File: config.mk
export PLATFORM = sky130hd
export DESIGN_NAME = alu_register_file_flat
export DESIGN_NICKNAME = d
export VERILOG_FILES = /design/src/rtl/alu_register_file_if.sv /design/src/rtl/alu_register_file.sv /design/src/flat_wrapper.sv
export SDC_FILE = /design/constraint.sdc
export NUM_CORES = 1
export LEC_CHECK = 0
export CORE_MARGIN = 2
export CORE_UTILIZATION = 40
export CTS_CLUSTER_DIAMETER = 60
export DETAILED_ROUTE_END_ITERATION = 10
export GPL_ROUTABILITY_DRIVEN = 0
export GPL_TIMING_DRIVEN = 0
export PLACE_DENSITY_LB_ADDON = 0.12
export REMOVE_ABC_BUFFERS = 1
export SYNTH_ARGS = -nofsm -noshare
export SYNTH_HDL_FRONTEND = slang
export SYNTH_SLANG_ARGS = --single-unit
File: constraint.sdc
create_clock -name clk -period 12.7 [get_ports clk]
set_input_delay 1.905 -clock clk [delete_from_list [all_inputs] [get_ports clk]]
set_output_delay 1.905 -clock clk [all_outputs]
set_load 0.02 [all_outputs]
File: src/rtl/alu_register_file_if.sv
// Operand register file bus: write controls, read selects and the two ALU operand outputs.
// The master drives controls and selects; the register file (slave) returns OutA/OutB.
interface alu_register_file_if;
    logic [31:0] data_in;
    logic [2:0]  fun_sel;
    logic [3:0]  reg_sel;
    logic [3:0]  scr_sel;
    logic [2:0]  out_a_sel;
    logic [2:0]  out_b_sel;
    logic [31:0] out_a;
    logic [31:0] out_b;

    modport master (
        output data_in, fun_sel, reg_sel, scr_sel, out_a_sel, out_b_sel,
        input  out_a, out_b
    );

    modport slave (
        input  data_in, fun_sel, reg_sel, scr_sel, out_a_sel, out_b_sel,
        output out_a, out_b
    );
endinterface

File: src/rtl/alu_register_file.sv
// ALU operand register file: R1-R4 always present; S1-S4 present only when REGFILE_SCRATCH_EN
// is defined (otherwise selects 4-7 read 0 and scr_sel is ignored). Two combinational read ports.
module alu_register_file (
    input logic                  clk,
    input logic                  rst,
    alu_register_file_if.slave   bus
);

    function automatic logic [31:0] apply_op(
        input logic [31:0] q,
        input logic [2:0]  fun,
        input logic [31:0] d
    );
        logic [31:0] res;
        res = q;
        case (fun)
            3'b000:  res = q - 32'd1;
            3'b001:  res = q + 32'd1;
            3'b010:  res = d;
            3'b011:  res = 32'h0;
            3'b100:  res = {24'h0, d[7:0]};
            3'b101:  res = {q[31:16], d[15:0]};
            3'b110:  res = {q[23:0], d[7:0]};
            3'b111:  res = {{16{d[15]}}, d[15:0]};
            default: res = q;
        endcase
        return res;
    endfunction

    logic [31:0] gp_reg [4];
    logic [31:0] read_view [8];

    always_ff @(posedge clk or posedge rst) begin
        if (rst) begin
            gp_reg <= '{default: 32'h0};
        end else begin
            for (int k = 0; k < 4; k++) begin
                if (bus.reg_sel[k])
                    gp_reg[k] <= apply_op(gp_reg[k], bus.fun_sel, bus.data_in);
            end
        end
    end

`ifdef REGFILE_SCRATCH_EN
    logic [31:0] scr_reg [4];

    always_ff @(posedge clk or posedge rst) begin
        if (rst) begin
            scr_reg <= '{default: 32'h0};
        end else begin
            for (int k = 0; k < 4; k++) begin
                if (bus.scr_sel[k])
                    scr_reg[k] <= apply_op(scr_reg[k], bus.fun_sel, bus.data_in);
            end
        end
    end

    always_comb begin
        for (int k = 0; k < 4; k++) begin
            read_view[k]     = gp_reg[k];
            read_view[k + 4] = scr_reg[k];
        end
    end
`else
    // Scratch bank absent: keep scr_sel terminated so it does not float in lint.
    logic unused_scr_sel;
    assign unused_scr_sel = ^bus.scr_sel;

    always_comb begin
        for (int k = 0; k < 4; k++) begin
            read_view[k]     = gp_reg[k];
            read_view[k + 4] = 32'h0;
        end
    end
`endif

    assign bus.out_a = read_view[bus.out_a_sel];
    assign bus.out_b = read_view[bus.out_b_sel];

endmodule

File: src/flat_wrapper.sv
// flat-port wrapper written by rule: the top's interface ports become plain ports
module alu_register_file_flat 
  (clk, rst, bus_data_in, bus_fun_sel, bus_reg_sel, bus_scr_sel, bus_out_a_sel, bus_out_b_sel, bus_out_a, bus_out_b);
  alu_register_file_if bus_i ();
  input logic clk;
  input logic rst;
  input wire logic [$bits(bus_i.data_in)-1:0] bus_data_in;
  input wire logic [$bits(bus_i.fun_sel)-1:0] bus_fun_sel;
  input wire logic [$bits(bus_i.reg_sel)-1:0] bus_reg_sel;
  input wire logic [$bits(bus_i.scr_sel)-1:0] bus_scr_sel;
  input wire logic [$bits(bus_i.out_a_sel)-1:0] bus_out_a_sel;
  input wire logic [$bits(bus_i.out_b_sel)-1:0] bus_out_b_sel;
  output wire logic [$bits(bus_i.out_a)-1:0] bus_out_a;
  output wire logic [$bits(bus_i.out_b)-1:0] bus_out_b;
  assign bus_i.data_in = bus_data_in;
  assign bus_i.fun_sel = bus_fun_sel;
  assign bus_i.reg_sel = bus_reg_sel;
  assign bus_i.scr_sel = bus_scr_sel;
  assign bus_i.out_a_sel = bus_out_a_sel;
  assign bus_i.out_b_sel = bus_out_b_sel;
  assign bus_out_a = bus_i.out_a;
  assign bus_out_b = bus_i.out_b;
  alu_register_file u_core (.clk(clk), .rst(rst), .bus(bus_i));
endmodule
## Yosys cells after proc, flatten, opt, wreduce, memory -nomap -nowiden

Index checks and enable logic that the tools add are counted.

| storage, ports and cells | value |
|---|---|
| RAM bits | 0 |
| latch bits | 0 |
| word-level logic and storage cells | 43 |
| bits of input ports | 51 |
| output and inout bits | 64 |
| memories kept | 0 |
| bits in read-only memories | 0 |
| register bits after elaboration | 128 |

| cells by class | value |
|---|---|
| equality and inequality tests | 7 |
| add/subtract/negate cells | 8 |
| reduce and logical (&&, ||, !) cells | 5 |
| mux-type cells | 10 |
| multiply operators | 0 |
| shift-type cells | 0 |
| div/mod/pow operators | 0 |
| $lt $le $gt $ge | 2 |
| bitwise logic cells | 3 |

Operators by type and width:

| cell | count |
|---|---|
| 32-bit case mux with 8 select lines | 4 |
| 32-bit binary-select mux with 3-bit select | 2 |
| 32-bit by 1-bit adder with 32-bit output (second input constant) | 4 |
| 32-bit 2-to-1 mux | 4 |
| 32-bit by 1-bit subtractor with 32-bit output (second input constant) | 4 |
| 3-bit equality test (second input constant) | 4 |
| 4-bit >= comparator (second input constant) | 2 |
| 3-bit NOT with 4-bit output | 2 |
| 2-bit AND reduction | 4 |
| 3-bit by 2-bit equality test with 1-bit output (second input constant) | 2 |
| 3-bit by 1-bit equality test with 1-bit output (second input constant) | 1 |
| 3-bit zero test | 1 |
| 1-bit NOT | 1 |

## Logic depth before layout (Yosys ltp)

Gate-level depths: netlist of the first run.

| depth | value |
|---|---|
| word-level depth | 4 |
| mapped depth | 15 |

## Worst setup path after synthesis of the first run

Ideal clock, no wire load.

| timing path | value |
|---|---|
| path type | input -> register |
| from | in bus_fun_sel[1] |
| to | reg u_core.gp_reg[124] in the netlist's numbering |
| path slack | 4.619 ns |
| setup time | 0.083 ns |
| cell stages on the path | 13 |
| data arrival time | 7.998 ns |
| cell sequence | clkbuf_1 -> nor2_1 -> nand2_1 -> fa_1 -> a21o_1 -> a221oi_1 -> a21oi_1 -> a21oi_1 -> o21ai_1 -> o41ai_1 -> o21ai_0 -> o41a_1 -> o21ai_0 |

| on the way | value |
|---|---|
| word-level cells in the longest chain between the ends | 3 |
| elaborated cells on any way between the ends | 11 |
| those cells by class | eq/ne: 7; mux: 1; bitwise: 1; reduce/logical: 2 |

RTL lines:

| what | line | text |
|---|---|---|
| from (decl) | flat_wrapper.sv:8 | `input wire logic [$bits(bus_i.fun_sel)-1:0] bus_fun_sel;` |
| parallel branches: the longest is 3 deep, another holds 32-bit case mux with 8 select lines | n/a |  |
| to (signal, indexed assignment) | alu_register_file.sv:39 | `gp_reg[k] <= apply_op(gp_reg[k], bus.fun_sel, bus.data_in);` |
| to (decl) | alu_register_file.sv:30 | `logic [31:0] gp_reg [4];` |

Several ways; the timed one is not identified.
A chain may end at the register's enable or synchronous reset.

## Worst setup path in the final report of the first run

| timing path | value |
|---|---|
| from | in bus_fun_sel[2] |
| to | reg u_core.gp_reg[28] in the netlist's numbering |

The elaborated chain is that of the path after synthesis.

==> results.toml, run 1 <==
[critical_path]
required_ns = 13.02
r2r_setup_slack_ns = 8.86
critical_path_arrival_ns = 8.71
cp-start-kind = "input port"
cp-end-kind = "flip-flop"
path_class = "input port to flip-flop"
reg2reg_depth = 10
path_max_fanout = 70

[cells_and_area]
largest_reg_flops = 128
nets = 1921
nFillCells = 3410
fin_area_um2 = 16450
area_delta_synth_final_pct = 15.33
diodes = 0
drive_above_1_share_pct = 7.569
finalCoreUtilization_pct = 46.58

[route]
wl_met3_mm = 3.319
drc_errors = 0
ant_nets = 0
drt_wl_total_mm = 51.10
dr.max_layer_used = "met4"
first_pass_iters = 5
route.met2.wl_mm = 23.57
vias = 13600
wl_met1_mm = 23.28
drtIter0Drc = 1225
wl_per_cell_um = 23.17
via_per_inst = 6.170

[synthesis]
synth.most_common_cell = "a21oi_1"
synth_top_flop_cell = "dfrtp_1"
synth-seq-cells = 128
yosysWarnings = 0
netlist_instances = 1690
synth_top_area_share_pct = 22.46
seq_area_frac_synth_pct = 22.46
yosys.cell_types.count = 72
synth_area_um2 = 14260
syn_area_per_cell_um2 = 8.439
synth_edf_count = 0
synth.largest_area_cell = "dfrtp_1"
synthTopCellsByCount = "244 x a21oi_1, 147 x nor2_1, 134 x ha_1, 132 x nand2_1, 128 x dfrtp_1"
synthTopCellsByArea = "dfrtp_1 22%, ha_1 12%, mux4_2 9.8%"
synth-async-reset-ratio_pct = 100.0

[sta]
fin_crit_sh_pct = 66.07
clock_skew_ns = 0.01065
rsz0062_at_grt = "no"
finalHoldViolCount = 0
max-slew-margin-rel_pct = 3.393
max_freq_ghz = 0.1192
min_period_ns = 8.391
slew_viol_final = 0
hold_slack_ns = 0.5408
finalSetupViolations = 0
worstMarginPinSlew_ns = 1.445

[power_and_ir_drop]
power_leakage_nw = 6.737
p_per_area_nw_per_um2 = 164.2
finalPower_mw = 2.700
vdd_drop_max_v = 0.0001063

[clock_tree]
clock_latency_ns = 0.44
cts_tree = "built"
ctsHoldBuffers = 0
clk_pin_slew_worst_paths_ns = 0.06
htreeDepth = 4
numClockSinks = 128
numCtsBuffers = 17
clk_path_buf_depth = 2
post_cts_resized = 0
clockRootBuffer = "clkbuf_16"
cts_setup_buffers = 0

[floorplanning]
die_y_um = 192.8
initial_core_util_pct = 40.39
die_x_um = 192.8
dieArea_um2 = 37180
num_rows = 69
io_pins = 115
coreArea_um2 = 35310

[min_path]
min_path_cells = 2
min_path_type = "flip-flop to flip-flop"

[global_route]
grtUsageTotal_pct = 27.84
grt_start_max_net_pins = 89
grt_overflow = 0
grt_pass1_vias = 12870
antenna_found_initial = 0
grt_pass1_wl_mm = 77.52

[run_status]
status = "finished clean"

[placed_design]
place_hpwl_mm = 38.58
numPortBuffers = 110
placedInstanceArea_um2 = 15830

[run]
drv_cap = 0
[kinds of logic (layout without fill, tap and decap cells)]
| group | count (synthesis) | in the layout | synth area share [%] |
|---|---|---|---|
| AO/OA/AOI/OAI | 653 | 653 | 29.08 |
| AND/OR/NAND/NOR | 478 | 478 | 15.95 |
| adder cells (fa/ha/maj) | 138 | 138 | 12.32 |
| flip-flops | 128 | 128 | 22.46 |
| buffers and inverters | 117 | 171 | 3.115 |
| XOR/XNOR | 108 | 108 | 6.633 |
| multiplexers | 68 | 68 | 10.45 |
[metal layers]
layer / up-vias / GRT usage, %
met2: 445 / 44.91
met1: 6630 / 39.59
met5: - / 0
li1: 6468 / -
met4: 0 / 6.489
met3: 61 / 3.492
[cells in the final DEF (no fill, tap or decap), types with 5 or more instances in the layout]
cell type / count
nor2b_1: 87
nor2_1: 146
mux4_2: 62
o21a_1: 16
and3_1: 8
clkdlybuf4s50_1: 105
nor3_1: 18
o21bai_1: 10
nand4_1: 10
a211oi_1: 15
nand2b_1: 14
a222oi_1: 7
xnor2_1: 71
a21oi_1: 244
nand3_1: 25
clkbuf_16: 17
nand2_1: 131
and2_1: 14
ha_1: 134
a21o_1: 84
o31ai_1: 10
o221ai_1: 22
buf_16: 5
a221o_1: 5
dfrtp_1: 128
o21ai_0: 118
a31oi_1: 16
xor2_1: 37
o211ai_1: 12
buf_2: 5
a221oi_1: 39
inv_1: 18
bufinv_16: 5
[worst max-delay path, cell delays in order]
cell and delay [ns]:
clkdlybuf4s50_1 1.11, nor2_4 0.99, buf_16 0.26, buf_12 0.21, nand2_4 0.51, buf_16 0.48
inv_1 0.48, fa_1 0.33, nor2b_1 0.06, o21ai_0 0.20, a21oi_1 0.13, o31ai_1 0.51
a2bb2oi_1 0.41, a31oi_1 0.28, a211oi_1 0.30, xnor2_1 0.12, a221oi_1 0.24, o21ai_0 0.10
[power breakdown]
| group | internal [mW] | switching [mW] | total (mW) |
|---|---|---|---|
| registers | 0.492 | 0.190 | 0.682 |
| clock network | 0.346 | 0.194 | 0.540 |
| logic | 0.692 | 0.786 | 1.48 |
| total | 1.53 | 1.17 | 2.70 |
[area by class of cell]
type	instances	area, µm²	share of cell area (%)
inverter	19	76.32	0.4641
tap	461	576.8	3.507
multi-input combinational	1445	10650	64.73
timing repair buffer	121	1319	8.018
sequential	128	3203	19.48
clock inverter	11	188.9	1.149
clock buffer	20	436.7	2.655
[through the flow]
stage	setup TNS [ns]	setup WS, ns	cells
floorplan	0	0.3785	1592
global placement	-988.30	-9.260	2163
detailed placement	0	3.960	2174
CTS	0	4.413	2205
global route	0	3.847	2205
finish	0	4.309	2205
[final timing paths]
path                                   start                  to
min in group asynchronous                rst   u_core.gp_reg[99]
max in group asynchronous                rst   u_core.gp_reg[38]
max                           bus_fun_sel[2]   u_core.gp_reg[28]
min reg2reg                u_core.gp_reg[60]   u_core.gp_reg[60]
max reg2reg                u_core.gp_reg[96]  u_core.gp_reg[124]
min                        u_core.gp_reg[60]   u_core.gp_reg[60]
(Power assumes the default switching activity.)
==> run 2, diff against run 1 <==
==> constraint.sdc (replaced) <==
create_clock -name clk -period 7.8 [get_ports clk]
set_input_delay 1.17 -clock clk [delete_from_list [all_inputs] [get_ports clk]]
set_output_delay 1.17 -clock clk [all_outputs]
set_load 0.02 [all_outputs]
==> run 2 against run 1 <==
Against the previous run: final area hardly changed; via count is 0.15% lower; count of clock-buffer cells in the layout stayed put; worst hold slack worse by 0.00073 ns; critical path depth stayed put; wire length is 0.12% higher; clock skew is 0.00077 ns lower; flip-flop and latch count stayed put; critical endpoint unchanged; highest routed layer unchanged.
==> results.toml, run 2 (same netlist as run 1, synthesis figures left out) <==
[run_status]
status = "finished clean"

[sta]
slew_viol_final = 0
finalSetupViolations = 0
worstMarginPinSlew_ns = 1.442
max-slew-margin-rel_pct = 3.583
finalHoldViolCount = 0
max_freq_ghz = 0.1430
clock_skew_ns = 0.009875
tns_ns = 0
fin_crit_sh_pct = 89.67
min_period_ns = 6.994
rsz0062_at_grt = "no"

[global_route]
grtUsageMet2_pct = 44.91
grt_pass1_wl_mm = 77.52
grt_pass1_vias = 12870
grt_use_met1_pct = 39.59
grt_overflow = 0
grt-busiest-layer = "met2"
grt_start_max_net_pins = 89
grtUsageTotal_pct = 27.84
antenna_found_initial = 0
grt_use_met3_pct = 3.492

[cells_and_area]
finalCoreUtilization_pct = 46.60
nets = 1922
layout_commonest_cell = "a21oi_1"
area_delta_synth_final_pct = 15.39
fin_area_um2 = 16460
largest_reg_flops = 128
final_cell_mix = "244 x a21oi_1, 146 x nor2_1, 134 x ha_1"
diodes = 0
drive_above_1_share_pct = 7.622

[floorplanning]
die_x_um = 192.8
die_y_um = 192.8
io_pins = 115
num_rows = 69
dieArea_um2 = 37180
coreArea_um2 = 35310
initial_core_util_pct = 40.39

[route]
drc_errors = 0
vias = 13580
drtIter0Drc = 1257
wl_per_cell_um = 23.19
ant_nets = 0
first_pass_iters = 6
drt_wl_total_mm = 51.16
via_per_inst = 6.157

[clock_tree]
numClockSinks = 128
cts_setup_buffers = 0
htreeDepth = 4
clk_pin_slew_worst_paths_ns = 0.06
numCtsBuffers = 17
post_cts_resized = 0
ctsHoldBuffers = 0
clockRootBuffer = "clkbuf_16"
clock_latency_ns = 0.43
cts_tree = "built"
clk_path_buf_depth = 2

[critical_path]
path_class = "input port to flip-flop"
r2r_setup_slack_ns = 3.95
r2r-start = "u_core.gp_reg[96]"
critical_path_arrival_ns = 7.31
cp-start-kind = "input port"
worstReg2RegEnd = "u_core.gp_reg[124]"
reg2reg_depth = 10
cp-end-kind = "flip-flop"
required_ns = 8.12
path_max_fanout = 70

[min_path]
min_path_cells = 2
min_path_type = "flip-flop to flip-flop"
holdPathEnd = "u_core.gp_reg[57]"
hp-start = "u_core.gp_reg[57]"

[placed_design]
numPortBuffers = 110
placedInstanceArea_um2 = 15830
place_hpwl_mm = 38.58

[power_and_ir_drop]
p_comb_share_pct = 54.7
p_sw_share_pct = 43.35
finalPower_mw = 4.398
p_seq_share_pct = 25.2
vdd_drop_max_v = 0.0001723
power_leakage_nw = 6.748
intPower_mw = 2.492
power.switching_mw = 1.907
p_per_area_nw_per_um2 = 267.3
p_clk_share_pct = 20.0

[run]
drv_cap = 0
run 2: critical path, cell delays in order:
cell and delay, ns:
clkdlybuf4s50_1 0.78, nor2_4 0.62, buf_16 0.25, buf_12 0.21
nand2_4 0.52, buf_16 0.48, inv_1 0.50, fa_1 0.34
nor2b_1 0.06, o21ai_0 0.20, a21oi_1 0.13, o31ai_1 0.51
a2bb2oi_1 0.41, a31oi_1 0.28, a211oi_1 0.30, xnor2_1 0.11
a221oi_1 0.24, o21ai_0 0.10
run 2: worst max path at each step:
stage	start	to	slack, ns	cells after the start
floorplan	bus_fun_sel[2]	u_core.gp_reg[63]	-3.79	13
global placement	bus_fun_sel[2]	u_core.gp_reg[28]	-13.42	15
finish	bus_fun_sel[1]	u_core.gp_reg[28]	0.81	18
CTS	bus_fun_sel[2]	u_core.gp_reg[20]	0.25	18
detailed placement	bus_fun_sel[2]	u_core.gp_reg[28]	-0.21	18
global route	bus_fun_sel[1]	u_core.gp_reg[28]	0.44	18
run 2: cell type report:
type | instances | area, µm²
clock buffer | 20 | 436.7
clock inverter | 11 | 188.9
fill | 3411 | 18850
inverter | 19 | 76.32
multi-input combinational | 1446 | 10650
sequential | 128 | 3203
tap | 461 | 576.8
timing repair buffer | 121 | 1321
run 2: power by group through the flow:
stage,logic [mW],clock network (mW),registers (mW)
finish,2.41,0.880,1.11
floorplan,1.82,0,0.942
detailed placement,2.38,0,1.11
global route,2.67,0.918,1.12
CTS,2.39,0.889,1.10
global placement,2.34,0,1.10
run 2: metal layers:
metal,vias up,wire [µm]
met2,412,23620
met1,6646,23520
met3,56,3094
met5,-,0
met4,0,924
li1,6469,-
run 2: through the flow:
stage / instances / hold slack, ns / setup slack [ns]
3_5_place_dp: 2174 / 0.5282 / -0.2054
3_3_place_gp: 2163 / 0.5186 / -13.42
6_report: 2206 / 0.5400 / 0.8060
2_1_floorplan: 1592 / 0.4888 / -3.786
4_1_cts: 2205 / 0.5404 / 0.2482
5_1_grt: 2206 / 0.5817 / 0.4406
